**src/rtl/lcd_bus_receiver.sv**
```systemverilog
`default_nettype none
// ============================================================================
// Module   : lcd_bus_receiver
// Brief    : Accepts slot-address / character byte pairs from the digit-slot
//            bus and turns each pair into HD44780 set-DDRAM + write-data
//            cycles; runs the panel power-up init before unlocking the bus.
// Revision : 1.0 - initial release
// ============================================================================
module lcd_bus_receiver #(
  parameter int         NUM_CHARS         = 5,
  parameter logic [7:0] DDRAM_BASE        = 8'h00,
  parameter int         SETUP_CYCLES      = 3,
  parameter int         E_PULSE_CYCLES    = 12,
  parameter int         CMD_WAIT_CYCLES   = 2500,
  parameter int         CLEAR_WAIT_CYCLES = 82000,
  parameter int         PWRUP_WAIT_CYCLES = 750000
) (
  input  logic       clk,
  input  logic       rst,
  input  logic       addr_or_data,
  input  logic [7:0] lcd_bus_in,
  output logic       bus_lock,
  output logic       lcd_rs,
  output logic       lcd_rw,
  output logic       lcd_e,
  output logic [7:0] lcd_db,
  output logic       init_done
);

  localparam int c_MAX_A = (SETUP_CYCLES > E_PULSE_CYCLES) ? SETUP_CYCLES : E_PULSE_CYCLES;
  localparam int c_MAX_B = (CMD_WAIT_CYCLES > CLEAR_WAIT_CYCLES) ? CMD_WAIT_CYCLES : CLEAR_WAIT_CYCLES;
  localparam int c_MAX_C = (c_MAX_A > c_MAX_B) ? c_MAX_A : c_MAX_B;
  localparam int c_MAX   = (c_MAX_C > PWRUP_WAIT_CYCLES) ? c_MAX_C : PWRUP_WAIT_CYCLES;
  localparam int CW      = $clog2(c_MAX + 1);

  typedef enum logic [2:0] {
    ST_PWRUP   = 3'd0,
    ST_INIT    = 3'd1,
    ST_IDLE    = 3'd2,
    ST_WR_ADDR = 3'd3,
    ST_WR_DATA = 3'd4
  } state_t;

  typedef enum logic [1:0] {
    PH_SETUP = 2'd0,
    PH_EHIGH = 2'd1,
    PH_WAIT  = 2'd2
  } phase_t;

  state_t        r_state;
  phase_t        r_phase;
  logic [CW-1:0] r_cnt;
  logic [1:0]    r_idx;
  logic [7:0]    r_slot;
  logic [7:0]    r_char;
  logic          r_addr_valid;
  logic          r_bus_lock;
  logic          r_rs;
  logic          r_e;
  logic [7:0]    r_db;
  logic          r_init_done;

  logic          w_cnt_zero;
  logic [CW-1:0] w_wait_load;

  function automatic logic [7:0] init_cmd(input logic [1:0] idx);
    case (idx)
      2'd0:    init_cmd = 8'h38;
      2'd1:    init_cmd = 8'h0C;
      2'd2:    init_cmd = 8'h01;
      default: init_cmd = 8'h06;
    endcase
  endfunction

  assign w_cnt_zero  = (r_cnt == '0);
  assign w_wait_load = (!r_rs && r_db == 8'h01) ? CW'(CLEAR_WAIT_CYCLES - 1)
                                                : CW'(CMD_WAIT_CYCLES - 1);

  always_ff @(posedge clk or negedge rst) begin
    if (!rst) begin
      r_state      <= ST_PWRUP;
      r_phase      <= PH_SETUP;
      r_cnt        <= CW'(PWRUP_WAIT_CYCLES - 1);
      r_idx        <= 2'd0;
      r_slot       <= 8'h00;
      r_char       <= 8'h00;
      r_addr_valid <= 1'b0;
      r_bus_lock   <= 1'b1;
      r_rs         <= 1'b0;
      r_e          <= 1'b0;
      r_db         <= 8'h00;
      r_init_done  <= 1'b0;
    end else begin
      case (r_state)
        ST_PWRUP: begin
          if (w_cnt_zero) begin
            r_state <= ST_INIT;
            r_idx   <= 2'd0;
            r_rs    <= 1'b0;
            r_db    <= init_cmd(2'd0);
            r_phase <= PH_SETUP;
            r_cnt   <= CW'(SETUP_CYCLES - 1);
          end else begin
            r_cnt <= r_cnt - CW'(1);
          end
        end

        ST_IDLE: begin
          if (!r_bus_lock) begin
            if (!addr_or_data) begin
              if (int'(lcd_bus_in) < NUM_CHARS) begin
                r_slot       <= lcd_bus_in;
                r_addr_valid <= 1'b1;
              end else begin
                r_addr_valid <= 1'b0;
              end
            end else if (r_addr_valid) begin
              r_char       <= lcd_bus_in;
              r_addr_valid <= 1'b0;
              r_bus_lock   <= 1'b1;
              r_state      <= ST_WR_ADDR;
              r_rs         <= 1'b0;
              r_db         <= 8'h80 | (DDRAM_BASE + r_slot);
              r_phase      <= PH_SETUP;
              // The accept cycle itself precedes the setup window, so E rises one cycle later.
              r_cnt        <= CW'(SETUP_CYCLES);
            end
          end
        end

        default: begin
          case (r_phase)
            PH_SETUP: begin
              if (w_cnt_zero) begin
                r_e     <= 1'b1;
                r_phase <= PH_EHIGH;
                r_cnt   <= CW'(E_PULSE_CYCLES - 1);
              end else begin
                r_cnt <= r_cnt - CW'(1);
              end
            end
            PH_EHIGH: begin
              if (w_cnt_zero) begin
                r_e     <= 1'b0;
                r_phase <= PH_WAIT;
                r_cnt   <= w_wait_load;
              end else begin
                r_cnt <= r_cnt - CW'(1);
              end
            end
            default: begin
              if (w_cnt_zero) begin
                r_phase <= PH_SETUP;
                r_cnt   <= CW'(SETUP_CYCLES - 1);
                case (r_state)
                  ST_INIT: begin
                    if (r_idx == 2'd3) begin
                      r_state     <= ST_IDLE;
                      r_init_done <= 1'b1;
                      r_bus_lock  <= 1'b0;
                    end else begin
                      r_idx <= r_idx + 2'd1;
                      r_db  <= init_cmd(r_idx + 2'd1);
                    end
                  end
                  ST_WR_ADDR: begin
                    r_state <= ST_WR_DATA;
                    r_rs    <= 1'b1;
                    r_db    <= r_char;
                  end
                  default: begin
                    r_state    <= ST_IDLE;
                    r_bus_lock <= 1'b0;
                  end
                endcase
              end else begin
                r_cnt <= r_cnt - CW'(1);
              end
            end
          endcase
        end
      endcase
    end
  end

  assign bus_lock  = r_bus_lock;
  assign lcd_rs    = r_rs;
  assign lcd_rw    = 1'b0;
  assign lcd_e     = r_e;
  assign lcd_db    = r_db;
  assign init_done = r_init_done;

endmodule
`default_nettype wire

```
**config.mk**
```make
export PLATFORM = sky130hd
export DESIGN_NAME = lcd_bus_receiver
export DESIGN_NICKNAME = d
export VERILOG_FILES = /design/src/rtl/lcd_bus_receiver.sv
export SDC_FILE = /design/constraint.sdc
export NUM_CORES = 1
export LEC_CHECK = 0
export ABC_AREA = 1
export CAP_MARGIN = 20
export CORE_MARGIN = 5
export CORE_UTILIZATION = 58
export DETAILED_ROUTE_END_ITERATION = 12
export PLACE_DENSITY = 0.88
export SYNTH_ARGS = -nofsm -noshare
export SYNTH_HDL_FRONTEND = slang
export SYNTH_SLANG_ARGS = --single-unit
```
**constraint.sdc**
```tcl
create_clock -name clk -period 2.2 [get_ports clk]
set_input_delay 0.44 -clock clk [delete_from_list [all_inputs] [get_ports clk]]
set_output_delay 0.44 -clock clk [all_outputs]
set_load 0.01 [all_outputs]
```
==> impl_metrics.yaml, run 1 <==
flow_run:
  cap_viol_max_count: 0
clocking:
  htree_levels: 2
  root_buffer: "clkbuf_8"
  cts_resized: 0
  cts.sinks: 55
  cts_tree: "built"
  numCtsBuffers: 5
  ctsLongestPathBuffers: 2
  clk-insertion-delay-late_ns: 0.32
  cts.clk_slew.worst_paths_ns: 0.11
  post_cts_buffers: 0
  cts-hold-fix-buffers: 0
worst_setup_path:
  worstPathRequired_ns: 1.76
  cp_max_fo: 5
  worstSetupPathType: "reg -> out"
  crit_family: "flip-flops"
  crit_chain: "clkdlybuf4s50_1"
  slowest_delay_ns: 0.62
  end_kind: "primary output"
  cp_slowest_cell: "dfstp_2"
  cp-start-kind: "flop"
  cp_num_buf_inv: 1
  worstPathArrival_ns: 1.49
timing:
  finalCritPeriodShare_pct: 87.9
  drv_slew: 0
  fin_crit_ns: 1.93
  grt_setup_unrepaired: "false"
  hold_violations: 0
  clock-skew-final_ns: 0.0113
  timing.fmax_ghz: 0.517
  tns_ns: 0
  setup_viol: 0
  holdWs_ns: 0.0457
  setup_slack_ns: 0.267
final_layout:
  num_antenna_cells: 0
  layout.nets: 425
  drive_gt1_share_pct: 15.9
  finish.utilization_pct: 67.4
  syn_to_final_growth_pct: 12.4
  nFillCells: 418
placement:
  hpwl_mm: 4.76
  portBuffers: 22
  gp_congestion: 0.832
  dp_slack_ns: 0.148
drt:
  viasPerCell: 5.19
  ant_nets: 0
  vias: 2489
  drt_iter0_drc: 146
  drc: 0
  drt-total-wl_mm: 6.24
  met3_length_um: 290
  wl_met2_mm: 3.02
  top_layer: "met4"
  first_pass_iters: 5
  wl_per_cell_um: 13.0
  wl_met1_mm: 2.83
global_routing:
  grt_pass1_vias: 2463
  overflow: 0
  antenna_found_initial: 0
  grt_pass1_wl_mm: 11.0
  grt_max_degree: 25
  grt.total_usage_pct: 19.3
die:
  die_area_um2: 6870
  die_h_um: 82.9
  die_w_um: 82.9
  io_pins: 24
  rows: 26
  start_util_pct: 59.9
  core_um2: 5140
synth:
  synth_area_leaders: "dfrtp_1 (33%), dfstp_2 (12%), nand2_1 (11%), nor2_1 (6.1%), inv_1 (5.6%)"
  yosysTopAreaCell: "dfrtp_1"
  yosys.area.top_type_share_pct: 33.3
  ys_warn_count: 0
  ys.flop_type: "dfrtp_1"
  synthCells: 383
  syn_nets: 399
  async_flop_share_pct: 100
  synth-seq-area-share_pct: 45.2
  ys_types: 39
  synth-seq-cells: 55
  syn-cell-area_um2: 3080
  yosys-top-cells-count: "nand2_1 (87), nor2_1 (50), inv_1 (46), dfrtp_1 (41), nand3_1 (25)"
  syn_area_per_cell_um2: 8.04
  yosysMostFrequentCell: "nand2_1"
  synth_edf_count: 0
power:
  p_leak_nw: 1.65
  vdd_drop_max_mv: 0.370
  powerDensity_nw_per_um2: 484
outcome:
  status: "finished, final reports clean"
worst_hold_path:
  hold_path_class: "in -> async"
## cell type report
cell class | instances | area, um^2 | share of cell area [%]
sequential | 55 | 1390 | 40.2
inverter | 54 | 205 | 5.92
clock inverter | 2 | 20.0 | 0.578
tap | 70 | 87.6 | 2.53
clock buffer | 6 | 82.6 | 2.38
timing repair buffer | 25 | 250 | 7.23
multi-input combinational | 268 | 1420 | 41.1
## cell usage in the layout, fill, tap and decap left out, types with 4 or more instances in the layout
cell type | netlist | routed
xor2_1 | 8 | 8
nor2_1 | 50 | 50
nand3_1 | 25 | 25
ha_1 | 5 | 5
o21ai_1 | 14 | 14
inv_1 | 46 | 46
dfstp_2 | 14 | 14
nor2_4 | 4 | 4
clkdlybuf4s50_1 | 0 | 21
a21oi_1 | 5 | 5
o21ai_2 | 4 | 4
clkbuf_8 | 0 | 6
nand4_1 | 5 | 5
nor2_2 | 7 | 7
o21ai_0 | 24 | 24
inv_2 | 7 | 7
nand2_1 | 87 | 87
dfrtp_1 | 41 | 41
## stage by stage
stage	std cells	cell area, um^2	total power [mW]
6_report	480	3460	1.68
3_5_place_dp	472	3360	1.08
4_1_cts	480	3460	1.69
5_1_grt	480	3460	1.74
2_1_floorplan	383	3080	1.04
3_3_place_gp	472	3360	1.08
## flip-flops by register name (all words and copies together) (netlist names), 2 cells and up
| register | flops |
|---|---|
| r_cnt | 20 |
| r_slot | 7 |
| lcd_db | 8 |
| r_phase | 2 |
| r_char | 8 |
| r_state | 3 |
| r_idx | 2 |
## layer usage
metal,GRT usage (%),up-vias
met1,24.3,1166
li1,-,1260
met5,0,-
met4,6.54,0
met3,3.76,9
met2,33.1,54
## kinds of logic (layout without fill, tap and decap cells)
group | count (synthesis) | in the layout | synth area share (%)
flops | 55 | 55 | 45.2
compound gates | 53 | 53 | 9.91
xor+xnor | 11 | 11 | 3.13
fa+ha+maj | 5 | 5 | 2.03
other cells | 1 | 1 | 0.122
buf+inv | 60 | 87 | 8.53
simple gates | 198 | 198 | 31.0
## power breakdown
group          total (mW)  switching (mW)  internal (mW)
logic              0.0502          0.0290         0.0212
registers            1.01               0           1.01
clock network       0.613           0.348          0.266
## final timing paths
check | to | start | slack [ns] | cells past startpoint
setup / recovery | bus_lock | bus_lock | 0.27 | 1
hold / removal | lcd_db[4] | rst | 0.05 | 1
setup reg to reg | lcd_rs | r_cnt[0] | 0.37 | 11
hold reg to reg | r_char[1] | r_char[1] | 0.50 | 2
max in group asynchronous | bus_lock | rst | 1.52 | 2
min in group clk | r_char[1] | r_char[1] | 0.50 | 2
(Power assumes the default switching activity.)
==> run 2: changes to the inputs <==
CAP_MARGIN = 40   (was 20)
CORE_MARGIN = 4   (was 5)
==> run 2 against run 1 <==
  * Worst hold slack improved by 0.053 ns
  * Sequential cell count did not move
  * Combinational power fell by 2%
  * Final area is 0.40% lower
  * Sequential power about the same
  * Register-to-register slack worse by 0.02 ns
  * Maximum frequency is 0.24% lower
  * Highest routed layer unchanged
  * Critical path depth stayed put
==> impl_metrics.yaml, run 2 (synthesis gave the netlist of run 1 again) <==
clocking:
  cts_resized: 0
  numCtsBuffers: 5
  cts.sinks: 55
  cts.clk_slew.worst_paths_ns: 0.10
  post_cts_buffers: 0
  root_buffer: "clkbuf_8"
  cts_tree: "built"
  cts-hold-fix-buffers: 0
  ctsLongestPathBuffers: 2
  htree_levels: 2
  clk-insertion-delay-late_ns: 0.32
final_layout:
  num_antenna_cells: 0
  multi_input_area_um2: 1420
  largest-register: "r_cnt"
  syn_to_final_growth_pct: 12.0
  nFillCells: 439
  finish.utilization_pct: 67.1
  final_cell_area_um2: 3450
  drive_gt1_share_pct: 15.6
  layout_commonest_cell: "nand2_1"
  final_cell_mix: "nand2_1 (87), nor2_1 (50), inv_1 (46), dfrtp_1 (41), nand3_1 (25)"
  seqCellArea_um2: 1390
  largest_register_ffs: 20
  layout.nets: 424
die:
  die_h_um: 80.9
  rows: 26
  io_pins: 24
  die_w_um: 80.9
  start_util_pct: 59.9
  core_um2: 5140
  die_area_um2: 6540
worst_hold_path:
  hold_path_class: "in -> async"
global_routing:
  grt_pass1_wl_mm: 11.6
  grt_pass1_vias: 2530
  grt_max_degree: 56
  overflow: 0
  antenna_found_initial: 0
  grt.total_usage_pct: 22.7
worst_setup_path:
  worstPathArrival_ns: 1.50
  cp_max_fo: 5
  crit_family: "flip-flops"
  worstSetupPathType: "reg -> out"
  crit_chain: "clkdlybuf4s50_1"
  slowest_delay_ns: 0.62
  worstPathRequired_ns: 1.76
  end_kind: "primary output"
  cp_slowest_cell: "dfstp_2"
  cp_num_buf_inv: 1
  cp-start-kind: "flop"
timing:
  hold_violations: 0
  setup_viol: 0
  tns_ns: 0
  finalCritPeriodShare_pct: 88.1
  fin_crit_ns: 1.94
  timing.fmax_ghz: 0.516
  grt_setup_unrepaired: "false"
  clock-skew-final_ns: 0.0115
  holdWs_ns: 0.0984
  drv_slew: 0
drt:
  ant_nets: 0
  drt_iter0_drc: 185
  drt-total-wl_mm: 6.59
  drc: 0
  vias: 2536
  viasPerCell: 5.29
  wl_per_cell_um: 13.7
  first_pass_iters: 4
placement:
  portBuffers: 22
  dpl_cell_area_um2: 3350
  gp_congestion: 0.851
  hpwl_mm: 4.85
power:
  vdd_drop_max_mv: 0.314
  powerDensity_nw_per_um2: 482
  p_total_mw: 1.66
  p_leak_nw: 1.64
flow_run:
  cap_viol_max_count: 0
outcome:
  status: "finished, final reports clean"
## run 2: cell count changes in the layout (fill, tap and decap cells not counted), sizes merged
cell      change
buf           -1
clkbuf        -1
inv           +1
clkinvlp      +1
clkinv        -1
## run 2: area by class of cell
class                   instances  area share (%)
flip-flops and latches         55            40.4
clock inverters                 3           0.798
multi-input cells             268            41.3
repair buffers                 24            7.04
well taps                      70            2.54
clock buffers                   5            1.99
inverters                      54            5.95
## run 2: routing by layer
layer,GRT usage (%),vias to the layer above,share of wire (%)
met3,3.88,18,4.6
met2,38.8,74,50
li1,-,1254,-
met4,9.12,0,2.6
met1,28.7,1190,43
met5,0,-,0
## run 2: path summary, 6_finish.rpt
kind	start	to	slack [ns]	depth (start not counted)
setup / recovery	bus_lock	bus_lock	0.26	1
hold / removal	rst	lcd_db[4]	0.1	2
setup reg to reg	r_cnt[0]	lcd_rs	0.35	11
hold reg to reg	init_done	init_done	0.49	1
max in group asynchronous	rst	r_cnt[16]	1.81	2
min in group clk	init_done	init_done	0.49	1
## run 2: where the power goes
group,internal [mW],switching (mW),total (mW),leakage (nW)
combinational,0.0203,0.0287,0.0490,0.924
sequential,1.01,0,1.01,0.671
clock,0.237,0.366,0.603,0.0467
## run 2: metrics by stage
stage               std cells  worst slack (ns)
floorplan                 383             0.620
global placement          471             0.220
detailed placement        471             0.161
CTS                       479             0.248
global route              479             0.167
finish                    479             0.262
